`src/rtl/regaccess_burst.sv`:
```
// SPI mode-0 slave bridge to a register file: 2-byte header, then DATA_W-bit words with optional auto-increment.
// Optional header status (0xA5 marker + previous word count) is built when REGACCESS_STATUS_EN is defined.
module regaccess_burst #(
    parameter int ADDR_W = 7,
    parameter int DATA_W = 8
) (
    input  logic              clk,
    input  logic              rst_n,
    input  logic              ss,
    input  logic              sck,
    input  logic              mosi,
    output logic              miso,
    output logic [ADDR_W-1:0] regnum,
    input  logic [DATA_W-1:0] regdata_read,
    output logic [DATA_W-1:0] regdata_write,
    output logic              read,
    output logic              write
);

    typedef enum logic [1:0] {
        ST_IDLE = 2'd0,
        ST_HDR0 = 2'd1,
        ST_HDR1 = 2'd2,
        ST_DATA = 2'd3
    } state_t;

    localparam int CNT_W = 6;
    localparam logic [CNT_W-1:0] LAST_HDR_BIT  = 6'd7;
    localparam logic [CNT_W-1:0] LAST_WORD_BIT = CNT_W'(DATA_W - 1);

    state_t              state_r, state_nxt;
    logic                ss_meta_r, ss_sync_r;
    logic                sck_meta_r, sck_sync_r, sck_prev_r;
    logic                mosi_meta_r, mosi_sync_r;
    logic                armed_r;
    logic [CNT_W-1:0]    bit_cnt_r, bit_cnt_nxt;
    logic [DATA_W-1:0]   rx_r, rx_nxt;
    logic [DATA_W-1:0]   tx_r, tx_nxt;
    logic [7:0]          hdr0_r, hdr0_nxt;
    logic                wr_r, wr_nxt;
    logic                inc_r, inc_nxt;
    logic                load_pend_r, load_pend_nxt;
    logic                miso_r, miso_nxt;
    logic [ADDR_W-1:0]   regnum_r, regnum_nxt;
    logic [DATA_W-1:0]   wdata_r, wdata_nxt;
    logic                read_r, read_nxt;
    logic                write_r, write_nxt;

    logic                sck_rise_s, sck_fall_s;
    logic [DATA_W-1:0]   rx_shift_s;
    logic [13:0]         addr_full_s;

`ifdef REGACCESS_STATUS_EN
    logic [7:0]          cur_cnt_r, cur_cnt_nxt;
    logic [7:0]          prev_cnt_r, prev_cnt_nxt;

    // Place a status byte at the MSB end of the transmit shifter.
    function automatic logic [DATA_W-1:0] top_byte(input logic [7:0] b);
        top_byte = DATA_W'(b) << (DATA_W - 8);
    endfunction
`endif

    assign sck_rise_s  = sck_sync_r & ~sck_prev_r;
    assign sck_fall_s  = ~sck_sync_r & sck_prev_r;
    assign rx_shift_s  = {rx_r[DATA_W-2:0], mosi_sync_r};
    assign addr_full_s = {hdr0_r[5:0], rx_shift_s[7:0]};

    // Input synchronisers; armed_r blocks a frame that was already selected when reset released.
    always_ff @(posedge clk) begin
        if (!rst_n) begin
            ss_meta_r   <= 1'b0;
            ss_sync_r   <= 1'b0;
            sck_meta_r  <= 1'b0;
            sck_sync_r  <= 1'b0;
            sck_prev_r  <= 1'b0;
            mosi_meta_r <= 1'b0;
            mosi_sync_r <= 1'b0;
            armed_r     <= 1'b0;
        end else begin
            ss_meta_r   <= ss;
            ss_sync_r   <= ss_meta_r;
            sck_meta_r  <= sck;
            sck_sync_r  <= sck_meta_r;
            sck_prev_r  <= sck_sync_r;
            mosi_meta_r <= mosi;
            mosi_sync_r <= mosi_meta_r;
            if (ss_sync_r) begin
                armed_r <= 1'b1;
            end
        end
    end

    // Next-state and datapath decode.
    always_comb begin
        state_nxt     = state_r;
        bit_cnt_nxt   = bit_cnt_r;
        rx_nxt        = rx_r;
        tx_nxt        = tx_r;
        hdr0_nxt      = hdr0_r;
        wr_nxt        = wr_r;
        inc_nxt       = inc_r;
        load_pend_nxt = 1'b0;
        miso_nxt      = miso_r;
        regnum_nxt    = regnum_r;
        wdata_nxt     = wdata_r;
        read_nxt      = 1'b0;
        write_nxt     = 1'b0;
`ifdef REGACCESS_STATUS_EN
        cur_cnt_nxt   = cur_cnt_r;
        prev_cnt_nxt  = prev_cnt_r;
`endif

        if (write_r) begin
            regnum_nxt = regnum_r + ADDR_W'(inc_r);
        end else begin
            regnum_nxt = regnum_r;
        end

        // The MSB of each unit is preloaded, so the fall that opens a unit must not shift.
        if (sck_fall_s && (bit_cnt_r != {CNT_W{1'b0}})) begin
            tx_nxt   = {tx_r[DATA_W-2:0], 1'b0};
            miso_nxt = tx_r[DATA_W-2];
        end else begin
            tx_nxt   = tx_r;
        end

        case (state_r)
            ST_IDLE: begin
                bit_cnt_nxt = {CNT_W{1'b0}};
                rx_nxt      = {DATA_W{1'b0}};
                tx_nxt      = {DATA_W{1'b0}};
                miso_nxt    = 1'b0;
                if (armed_r && !ss_sync_r) begin
                    state_nxt    = ST_HDR0;
`ifdef REGACCESS_STATUS_EN
                    tx_nxt       = top_byte(8'hA5);
                    miso_nxt     = 1'b1;
                    prev_cnt_nxt = cur_cnt_r;
                    cur_cnt_nxt  = 8'h00;
`endif
                end else begin
                    state_nxt = ST_IDLE;
                end
            end
            ST_HDR0: begin
                if (sck_rise_s) begin
                    rx_nxt = rx_shift_s;
                    if (bit_cnt_r == LAST_HDR_BIT) begin
                        bit_cnt_nxt = {CNT_W{1'b0}};
                        hdr0_nxt    = rx_shift_s[7:0];
                        state_nxt   = ST_HDR1;
`ifdef REGACCESS_STATUS_EN
                        tx_nxt      = top_byte(prev_cnt_r);
                        miso_nxt    = prev_cnt_r[7];
`else
                        tx_nxt      = {DATA_W{1'b0}};
                        miso_nxt    = 1'b0;
`endif
                    end else begin
                        bit_cnt_nxt = bit_cnt_r + 6'd1;
                    end
                end else begin
                    state_nxt = ST_HDR0;
                end
            end
            ST_HDR1: begin
                if (sck_rise_s) begin
                    rx_nxt = rx_shift_s;
                    if (bit_cnt_r == LAST_HDR_BIT) begin
                        bit_cnt_nxt = {CNT_W{1'b0}};
                        state_nxt   = ST_DATA;
                        wr_nxt      = hdr0_r[7];
                        inc_nxt     = hdr0_r[6];
                        regnum_nxt  = ADDR_W'(addr_full_s);
                        read_nxt    = ~hdr0_r[7];
                        rx_nxt      = {DATA_W{1'b0}};
                        tx_nxt      = {DATA_W{1'b0}};
                        miso_nxt    = 1'b0;
                    end else begin
                        bit_cnt_nxt = bit_cnt_r + 6'd1;
                    end
                end else begin
                    state_nxt = ST_HDR1;
                end
            end
            ST_DATA: begin
                load_pend_nxt = read_r;
                if (load_pend_r) begin
                    tx_nxt   = regdata_read;
                    miso_nxt = regdata_read[DATA_W-1];
                end else begin
                    load_pend_nxt = read_r;
                end
                if (sck_rise_s) begin
                    rx_nxt = rx_shift_s;
                    if (bit_cnt_r == LAST_WORD_BIT) begin
                        bit_cnt_nxt = {CNT_W{1'b0}};
`ifdef REGACCESS_STATUS_EN
                        if (cur_cnt_r != 8'hFF) begin
                            cur_cnt_nxt = cur_cnt_r + 8'd1;
                        end else begin
                            cur_cnt_nxt = cur_cnt_r;
                        end
`endif
                        if (wr_r) begin
                            write_nxt = 1'b1;
                            wdata_nxt = rx_shift_s;
                        end else begin
                            // Prefetch the next word so its MSB is ready before the next fall.
                            regnum_nxt = regnum_r + ADDR_W'(inc_r);
                            read_nxt   = 1'b1;
                        end
                    end else begin
                        bit_cnt_nxt = bit_cnt_r + 6'd1;
                    end
                end else begin
                    state_nxt = ST_DATA;
                end
            end
            default: begin
                state_nxt = ST_IDLE;
            end
        endcase

        if (ss_sync_r) begin
            state_nxt     = ST_IDLE;
            bit_cnt_nxt   = {CNT_W{1'b0}};
            rx_nxt        = {DATA_W{1'b0}};
            tx_nxt        = {DATA_W{1'b0}};
            miso_nxt      = 1'b0;
            load_pend_nxt = 1'b0;
            read_nxt      = 1'b0;
            write_nxt     = 1'b0;
        end else begin
            state_nxt     = state_nxt;
        end
    end

    // State and datapath registers.
    always_ff @(posedge clk) begin
        if (!rst_n) begin
            state_r     <= ST_IDLE;
            bit_cnt_r   <= {CNT_W{1'b0}};
            rx_r        <= {DATA_W{1'b0}};
            tx_r        <= {DATA_W{1'b0}};
            hdr0_r      <= 8'h00;
            wr_r        <= 1'b0;
            inc_r       <= 1'b0;
            load_pend_r <= 1'b0;
            miso_r      <= 1'b0;
            regnum_r    <= {ADDR_W{1'b0}};
            wdata_r     <= {DATA_W{1'b0}};
            read_r      <= 1'b0;
            write_r     <= 1'b0;
`ifdef REGACCESS_STATUS_EN
            cur_cnt_r   <= 8'h00;
            prev_cnt_r  <= 8'h00;
`endif
        end else begin
            state_r     <= state_nxt;
            bit_cnt_r   <= bit_cnt_nxt;
            rx_r        <= rx_nxt;
            tx_r        <= tx_nxt;
            hdr0_r      <= hdr0_nxt;
            wr_r        <= wr_nxt;
            inc_r       <= inc_nxt;
            load_pend_r <= load_pend_nxt;
            miso_r      <= miso_nxt;
            regnum_r    <= regnum_nxt;
            wdata_r     <= wdata_nxt;
            read_r      <= read_nxt;
            write_r     <= write_nxt;
`ifdef REGACCESS_STATUS_EN
            cur_cnt_r   <= cur_cnt_nxt;
            prev_cnt_r  <= prev_cnt_nxt;
`endif
        end
    end

    assign miso          = miso_r;
    assign regnum        = regnum_r;
    assign regdata_write = wdata_r;
    assign read          = read_r;
    assign write         = write_r;

endmodule
```
`config.mk`:
```
export PLATFORM = sky130hd
export DESIGN_NAME = regaccess_burst
export DESIGN_NICKNAME = d
export VERILOG_FILES = /design/src/rtl/regaccess_burst.sv
export SDC_FILE = /design/constraint.sdc
export NUM_CORES = 1
export LEC_CHECK = 0
export ABC_AREA = 1
export BUFFER_PORTS_ARGS = -buffer_cell sky130_fd_sc_hd__clkbuf_2
export CORE_MARGIN = 1
export CORE_UTILIZATION = 50
export CTS_CLUSTER_DIAMETER = 100
export DETAILED_ROUTE_END_ITERATION = 10
export HOLD_SLACK_MARGIN = 0.05
export PLACE_DENSITY = 0.73
export SYNTH_ARGS = -nofsm -noshare
export SYNTH_HDL_FRONTEND = slang
export SYNTH_SLANG_ARGS = --single-unit
```
`constraint.sdc`:
```
create_clock -name clk -period 1.43 [get_ports clk]
set_input_delay 0 -clock clk [delete_from_list [all_inputs] [get_ports clk]]
set_output_delay 0 -clock clk [all_outputs]
set_load 0.03 [all_outputs]
```
==> run metrics, run 1 <==
outcome finished with violations; failing checks setup timing; grt ovf 0; CTS Root Buffer Type clkbuf_8; Num CTS Buffers 5; Max IR drop VDD 0.000558 V; cell leakage power 0.00155 uW; NumNets Final 477; vias in the first global route 2352; ant diodes 0; fin area 0.00351 sq mm; Synth Instances 383; critical path, cell by cell ha_4 > nand3_4 > nor2_4 > nand2_4 > buf_12 > o21ai_0 > nand2_1 > nand2_1 > a21oi_1; CP Launch Type register; maxcap violations 0; Max clock buf depth 2; critical path data arrival time 1.70 ns; TritonCTS clock tree yes; switch share 22.0%; # fillers 406; CP top delay family simple AND/OR/NAND/NOR gates; CP max-delay cell dfxtp_4; PwrDens 776 mW/mm^2; gr usage total 24.4%; Placer Congestion 0.883; placed cells 502; sw power 598 uW; Clock power frac 39.3%; Place WS -0.134 ns; Worst slew margin 76.3%; Hold Vio Cnt, Final 0; Vias/cell 5.02; Final Slew Violations 0; crit path buf inv count 1; final worst setup slack -0.0657 ns; final setup fails 19; Max Freq 669 MHz; top cell type's share of synthesized area 40.6%; worst skew pair latency 0.31 ns; Final ANT Viol Nets 0; clk sink count 53; max incr delay on CP 0.38 ns; CP max FO 6; drt pass-1 iters 4; Mapped Nets 404; Non-Filler Instances 524; hpwl dp 4.44 mm; Yosys warning count 0; H-tree depth 2; drt total wl 6.43 mm; Die X 74.3 microns; area leader, netlist dfxtp_1; CORE AREA 0.00488 sq mm; Tightest Pin Transition 0.351 ns; Pwr Total 2720 uW; RSZ-0062 raised after global routing yes; initial antenna violation count 0; Hold WS 0.0815 ns; ys async rst share 0%; die area 0.00552 sq mm; largest net degree at the start of global routing 18; initial drt markers 109; number of enable flip-flop cells after synthesis 0; detailed-route via count 2632; drc violations 0; worst path required time 1.64 ns; CP Class reg2reg; global-route wire length before repair 10.4 mm; Clock transition at path regs 0.10 ns; Worst Skew 0.00843 ns; Hold WC Path Type in2reg; Post-Synthesis Cell Area 0.00262 sq mm; Comb pwr share 5.9%; # port buffers 30; endpoint class of the critical path register; I/O Pins 31; Post-DP Area 0.00309 sq mm; die height 74.3 microns; starting density of the core 53.6%; drt wl/cell 12.3 microns; CP most frequent cell nand2_1; Area Overhead vs Synth 34.2%; synth top area cells dfxtp_1 41%, nand2_1 16%, a21oi_1 7.1%, inv_1 7.0%, o21ai_0 5.6%; syn avg cell area 6.83 sq um; internal power 2130 uW; post-layout min period 1.50 ns; row count 25; synth unique cells 29; Flop pwr share 54.8%; post-synthesis sequential area ratio 40.6%; #FFs+latches synth 53; fin crit share 105%; main flop type after synthesis dfxtp_1; share of cells above drive strength 1 28.2%
[synthesized netlist by cell type, types with 5 or more instances]
master	count
o21ai_0	29
nor2_1	29
nand3_1	21
nand2_2	5
a22oi_1	7
clkbuf_1	6
dfxtp_1	53
inv_1	49
nand2_1	109
a21oi_1	37
ha_1	8
[worst register-to-register path, stage by stage (launching register included)]
cell and delay [ns]:
dfxtp_4 0.38, ha_4 0.15, nand3_4 0.08, nor2_4 0.20
nand2_4 0.11, buf_12 0.15, o21ai_0 0.13, nand2_1 0.06
nand2_1 0.07, a21oi_1 0.07
[cells in the final DEF (no fill, tap or decap), types with 6 or more instances in the layout]
cell	Yosys	final
nand2_1	109	101
dfxtp_1	53	45
inv_1	49	41
a21oi_1	37	32
clkbuf_2	1	30
buf_4	0	28
nor2_1	29	26
nand3_1	21	18
o21ai_0	29	17
nand2_2	5	12
inv_2	3	11
o21ai_1	2	11
dlygate4sd3_1	0	11
a22oi_1	7	7
clkbuf_8	0	6
[power by group through the flow]
stage                     Sequential [uW]  Clock, uW  Combinational [uW]
final                                1490       1070                 161
after global routing                 1490       1130                 178
after CTS                            1490       1090                 147
after detailed placement             1530          0                 121
after global placement               1530          0                 119
after floorplan                      1530          0                66.8
[final timing paths]
check | startpoint | to | slack [ns] | cells past startpoint
setup / recovery | bit_cnt_r[0] | regnum[5] | -0.07 | 9
hold / removal | rst_n | register | 0.08 | 5
setup reg to reg | bit_cnt_r[0] | regnum[5] | -0.07 | 9
hold reg to reg | ss_meta_r | ss_sync_r | 0.42 | 2
[logic make-up after synthesis]
| kind of cell | count (synthesis) | synth area share [%] |
|---|---|---|
| XOR/XNOR | 2 | 0.670 |
| flip-flops | 53 | 40.6 |
| adder cells (fa/ha/maj) | 8 | 3.83 |
| AND/OR/NAND/NOR | 176 | 28.7 |
| AO/OA/AOI/OAI | 82 | 17.2 |
| buffers and inverters | 62 | 9.09 |
[stage by stage]
step	utilization (%)	TNS [ns]
after floorplan	-	-0.0131
final	71.9	-0.503
after global routing	71.9	-2.74
after detailed placement	63.3	-1.27
after global placement	63.3	-0.775
after CTS	68.7	-0.0707
[repair_timing]
item                                    in CTS  in global routing
setup buffers                                0                  2
hold buffers                                11                  0
endpoints found under the hold margin       11                  0
pin swaps                                    6                  7
gates resized for setup                     18                 43
gates cloned                                 0                  1
endpoints found under the setup margin      24                 41
[final cells by class]
class                           count  area (sq um)  area share, %
Sequential cell                    53          1080           30.7
Inverter                           52           195           5.56
Multi-Input combinational cell    268          1460           41.6
Clock buffer                        6          82.6           2.35
Tap cell                           67          83.8           2.39
Clock inverter                      2          37.5           1.07
Timing Repair Buffer               76           572           16.3
[registers in the layout (all words and copies together) (netlist names), 2 cells and up, named ones only]
signal,cells
bit_cnt_r,6
hdr0_r,2
regdata_write,8
regnum,7
rx_r,7
tx_r,7
[layer usage]
| layer | wire length [microns] | vias to the layer above | GRT usage, % |
|---|---|---|---|
| li1 | - | 1375 | - |
| met1 | 2940 | 1186 | 31.6 |
| met2 | 3170 | 65 | 42.5 |
| met3 | 261 | 6 | 3.66 |
| met4 | 61 | 0 | 6.29 |
| met5 | 0 | - | 0 |
Power figures use the tool's default switching activity.
==> run 2: changes to the inputs <==
--- a/config.mk
+++ b/config.mk
@@ -7,9 +7,10 @@
 export LEC_CHECK = 0
 export ABC_AREA = 1
 export BUFFER_PORTS_ARGS = -buffer_cell sky130_fd_sc_hd__clkbuf_2
-export CORE_MARGIN = 1
+export CAP_MARGIN = 20
+export CORE_MARGIN = 4
 export CORE_UTILIZATION = 50
-export CTS_CLUSTER_DIAMETER = 100
+export CTS_CLUSTER_DIAMETER = 150
 export DETAILED_ROUTE_END_ITERATION = 10
 export HOLD_SLACK_MARGIN = 0.05
 export PLACE_DENSITY = 0.73
==> run metrics, run 2 (synthesized netlist as in run 1, its figures left out) <==
share of cells above drive strength 1 34.4% (+6.2 points); Placer Congestion 0.861 (-2.5%); Final ANT Viol Nets 0 (unchanged); setup_tns -0.428 ns (+0.0751 ns); cell leakage power 0.00157 uW (+1.2%); Worst slew margin 71.9% (-4.4 points); initial antenna violation count 0 (unchanged); gr usage total 21.7% (-2.7 points); drt wl/cell 13.0 microns (+5.6%); fin crit share 104% (-0.13 points); maxcap violations 0 (unchanged); # port buffers 30 (unchanged); critical path, cell by cell ha_4 > nand3_4 > nor2_4 > nand2_4 > nand2_1 > o21ai_4 > a22oi_1 > nor2_1; hpwl dp 4.43 mm (-0.34%); Place WS -0.166 ns (-0.0313 ns); Comb pwr share 6.3% (+0.4 points); drt total wl 6.86 mm (+6.6%); Hold WC Path Type in2reg; CTS Root Buffer Type clkbuf_8; NumNets Final 479 (+0.42%); max reg flops 8 (unchanged); CP Launch Type register; Die X 80.3 microns (+8.1%); detailed-route via count 2689 (+2.2%); Non-Filler Instances 529 (+0.95%); I/O Pins 31 (unchanged); die area 0.00645 sq mm (+17%); TritonCTS clock tree yes; clk sink count 53 (unchanged); switch share 23.6% (+1.7 points); Endpoint, Worst Hold mosi_sync_r; initial drt markers 117 (+7.3%); most frequent cells in the layout 96 x nand2_1, 46 x dfxtp_1, 41 x inv_1, 32 x buf_4, 30 x clkbuf_2; ant diodes 0 (unchanged); Vias/cell 5.08 (+1.2%); worst skew pair latency 0.32 ns (about the same); critical path data arrival time 1.71 ns (about the same); placed cells 502 (unchanged); Clock transition at path regs 0.10 ns (about the same); CORE AREA 0.00507 sq mm (+4.0%); cell count of the worst reg-to-reg path 8 (-1); Area Overhead vs Synth 38.4%; internal power 2090 uW (-1.5%); CP max FO 10 (+4); Hold Vio Cnt, Final 0 (unchanged); failing checks setup timing; outcome finished with violations; RR Startpoint bit_cnt_r[1]; Clock power frac 39.2% (about the same); crit path buf inv count 0 (-1); Finished Core Util 71.3% (-0.60 points); Max clock buf depth 2 (unchanged); CP top delay family simple AND/OR/NAND/NOR gates; commonest non-fill, non-tap cell in the layout nand2_1; PwrDens 757 mW/mm^2 (-2.4%); final setup fails 15 (-4); post-layout min period 1.49 ns (-0.00189 ns); max incr delay on CP 0.38 ns (about the same); H-tree depth 2 (unchanged); endpoint class of the critical path register; Max Freq 669 MHz (+0.13%); die height 80.3 microns (+8.1%); r2r endpoint tx_r[4]; vias in the first global route 2436 (+3.6%); largest net degree at the start of global routing 19 (+1); Tightest Pin Transition 0.421 ns (+0.0698 ns); sw power 648 uW (+8.3%); Hold Crit Start rst_n; starting density of the core 51.5% (-2.1 points); Flop pwr share 54.5% (-0.3 points); r2r setup slk -0.06 ns (about the same); hold depth 4 (-1); global-route wire length before repair 11.1 mm (+6.6%); CP Class reg2reg; RSZ-0062 raised after global routing yes; row count 26 (+4.0%); final worst setup slack -0.0638 ns (+0.00189 ns); Worst Skew 0.0149 ns (+0.00650 ns); Num CTS Buffers 5 (unchanged); drc violations 0 (unchanged); Max IR drop VDD 0.000632 V (+13%); worst path required time 1.64 ns (about the same); CP max-delay cell dfxtp_4; grt ovf 0 (unchanged); drt pass-1 iters 6 (+2); Final Slew Violations 0 (unchanged)
==> run 2: through the flow <==
stage                     hold slack, ns  cell area, sq um  total power [uW]
after CTS                         0.0892              3350              2740
after global routing               0.128              3620              2830
final                              0.102              3620              2740
after floorplan                   0.0976              2650              1590
after detailed placement           0.193              3060              1650
after global placement             0.182              3060              1640
==> run 2: layer usage <==
layer / global-route usage (%) / part of all wire [%] / wire length, microns / up-vias
met5: 0 / 0 / 0 / -
met4: 6.76 / 1.5 / 104 / 0
met3: 3.48 / 4.4 / 300 / 11
met2: 36.9 / 50 / 3440 / 67
met1: 27.9 / 44 / 3010 / 1230
li1: - / - / - / 1381
==> run 2: worst max-delay path by stage <==
stage                 startpoint   endpoint  slack (ns)  cells after the start
finish              bit_cnt_r[1]    tx_r[4]       -0.06                      8
global route        bit_cnt_r[1]    tx_r[1]       -0.15                      8
CTS                 bit_cnt_r[1]       read       -0.05                      7
detailed placement    state_r[1]    tx_r[6]       -0.17                      5
global placement    bit_cnt_r[0]    tx_r[6]        -0.1                      8
floorplan              regnum[1]  regnum[2]       -0.01                      7
==> run 2: layout make-up <==
cell class | count | area (sq um)
timing repair buffer | 78 | 557
multi-input combinational | 268 | 1590
tap | 70 | 87.6
sequential | 53 | 1070
inverter | 52 | 198
fill | 421 | 1460
clock inverter | 3 | 47.5
clock buffer | 5 | 68.8
==> run 2: tightest hold or removal path: stages <==
cell      delay (ns)
clkbuf_2        0.09
buf_4           0.19
nand2_1         0.07
inv_1           0.04
==> run 2: timing repair <==
| item | in CTS | in global routing |
|---|---|---|
| hold buffers | 11 | 0 |
| setup buffers | 2 | 6 |
| pin swaps | 7 | 8 |
| gates resized for setup | 23 | 70 |
| endpoints found under the hold margin | 11 | 0 |
| endpoints found under the setup margin | 34 | 39 |
==> run 2: power groups by stage <==
stage          Sequential, uW  Clock [uW]  Combinational [uW]
6_report                 1490        1070                 174
3_3_place_gp             1530           0                 117
4_1_cts                  1490        1100                 148
2_1_floorplan            1530           0                66.8
5_1_grt                  1490        1140                 192
3_5_place_dp             1530           0                 119
==> run 3: changes to the inputs <==
--- a/config.mk
+++ b/config.mk
@@ -14,6 +14,7 @@
 export DETAILED_ROUTE_END_ITERATION = 10
 export HOLD_SLACK_MARGIN = 0.05
 export PLACE_DENSITY = 0.73
+export REMOVE_ABC_BUFFERS = 1
 export SYNTH_ARGS = -nofsm -noshare
 export SYNTH_HDL_FRONTEND = slang
 export SYNTH_SLANG_ARGS = --single-unit
==> run metrics, run 3 (synthesized netlist as in run 1, its figures left out) <==
Vias/cell 5.25 (+3.2%); row count 26 (unchanged); max incr delay on CP 0.38 ns (about the same); worst path required time 1.66 ns (+0.02 ns); CP max FO 2 (-8); fin area 0.00370 sq mm (+2.1%); drt wl/cell 13.3 microns (+2.4%); vias in the first global route 2538 (+4.2%); Final ANT Viol Nets 0 (unchanged); fin crit share 107% (+2.7 points); Placer Congestion 0.841 (-2.3%); maxcap violations 0 (unchanged); CTS Root Buffer Type clkbuf_8; RSZ-0062 raised after global routing yes; Tightest Pin Transition 0.288 ns (-0.133 ns); max reg flops 8 (unchanged); Post-DP Area 0.00314 sq mm (+2.8%); critical path, cell by cell ha_4 > nand3_4 > nor3_4 > buf_4 > nand2_2 > or2_4 > a211oi_2; post-layout min period 1.53 ns (+0.0386 ns); clk sink count 53 (unchanged); Clock transition at path regs 0.11 ns (about the same); Final Slew Violations 0 (unchanged); outcome finished with violations; failing checks setup timing; grt ovf 0 (unchanged); # port buffers 30 (unchanged); Die X 80.3 microns (unchanged); I/O Pins 31 (unchanged); die height 80.3 microns (unchanged); final worst setup slack -0.102 ns (-0.0386 ns); Max Freq 653 MHz (-2.5%); PwrDens 741 mW/mm^2 (-2.1%); most frequent cells in the layout 95 x nand2_1, 46 x dfxtp_1, 43 x buf_4, 40 x inv_1, 35 x a21oi_1; hpwl dp 4.48 mm (+1.2%); CP top delay family simple AND/OR/NAND/NOR gates; CORE AREA 0.00507 sq mm (unchanged); CP Launch Type register; die area 0.00645 sq mm (unchanged); global-route wire length before repair 11.2 mm (+1.5%); Area Overhead vs Synth 41.3%; gr usage total 21.7% (+0.052 points); Worst Skew 0.00958 ns (-0.00535 ns); detailed-route via count 2860 (+6.4%); Worst slew margin 80.6% (+8.7 points); drt total wl 7.24 mm (+5.5%); Hold Vio Cnt, Final 0 (unchanged); initial drt markers 235 (+100%); Max IR drop VDD 0.000675 V (+6.7%); CP Class reg2reg; share of cells above drive strength 1 34.1% (-0.32 points); drc violations 0 (unchanged); Non-Filler Instances 545 (+3.0%); drt pass-1 iters 5 (-1); critical path data arrival time 1.76 ns (+0.05 ns); CP max-delay cell dfxtp_4; initial antenna violation count 0 (unchanged); worst skew pair latency 0.31 ns (about the same); TritonCTS clock tree yes; crit path buf inv count 1 (+1); final setup fails 18 (+3); largest net degree at the start of global routing 19 (unchanged); endpoint class of the critical path register; cell leakage power 0.00165 uW (+5.5%); NumNets Final 495 (+3.3%); Num CTS Buffers 5 (unchanged); commonest non-fill, non-tap cell in the layout nand2_1; Max clock buf depth 2 (unchanged); placed cells 517 (+3.0%); ant diodes 0 (unchanged); H-tree depth 2 (unchanged); Hold WC Path Type in2reg; starting density of the core 51.5% (unchanged); Pwr Total 2740 uW (about the same)
[run 3: worst paths after layout]
path	startpoint	to	depth (start not counted)	slack (ns)
max	bit_cnt_r[0]	read	7	-0.10
min	rst_n	mosi_meta_r	4	0.1
max reg2reg	bit_cnt_r[0]	read	7	-0.10
min reg2reg	ss_meta_r	ss_sync_r	2	0.42
[run 3: tightest hold or removal path, stage by stage]
cell and delay (ns):
clkbuf_2 0.09, buf_4 0.19, nand2_1 0.07, inv_1 0.03
[run 3: area by class of cell]
type / instances / area, sq um
Clock buffer: 5 / 68.8
Clock inverter: 3 / 47.5
Fill cell: 398 / 1380
Inverter: 52 / 205
Multi-Input combinational cell: 268 / 1520
Sequential cell: 53 / 1070
Tap cell: 70 / 87.6
Timing Repair Buffer: 94 / 696
[run 3: routing by layer]
layer / global-route usage (%) / up-vias / part of all wire, %
met5: 0 / - / 0
met4: 7.60 / 0 / 2.7
met3: 3.70 / 25 / 7.3
met2: 37.2 / 133 / 49
met1: 27.3 / 1286 / 41
li1: - / 1416 / -
[run 3: repair_timing]
| action | 4_1_cts | 5_1_grt |
|---|---|---|
| setup endpoints to repair | 36 | 41 |
| endpoints found under the hold margin | 11 | 0 |
| gates resized for setup | 33 | 60 |
| buffers inserted | 8 | 2 |
| pin swaps | 13 | 21 |
| hold buffers | 11 | 0 |
[run 3: power breakdown]
group          switching [uW]  total, uW  leakage, uW  internal (uW)
Clock                     538       1070    0.0000591            535
Sequential               7.56       1490     0.000432           1480
Combinational            96.1        175      0.00116           78.6
[run 3: metrics by stage]
step	worst slack (ns)	utilization, %	TNS (ns)	hold WS [ns]
floorplan	-0.138	-	-1.39	0.0935
global placement	-0.113	61.9	-1.99	0.180
detailed placement	-0.190	61.9	-3.76	0.185
CTS	-0.0645	69.3	-0.162	0.0913
global route	-0.160	72.8	-2.79	0.117
finish	-0.102	72.8	-0.378	0.0952
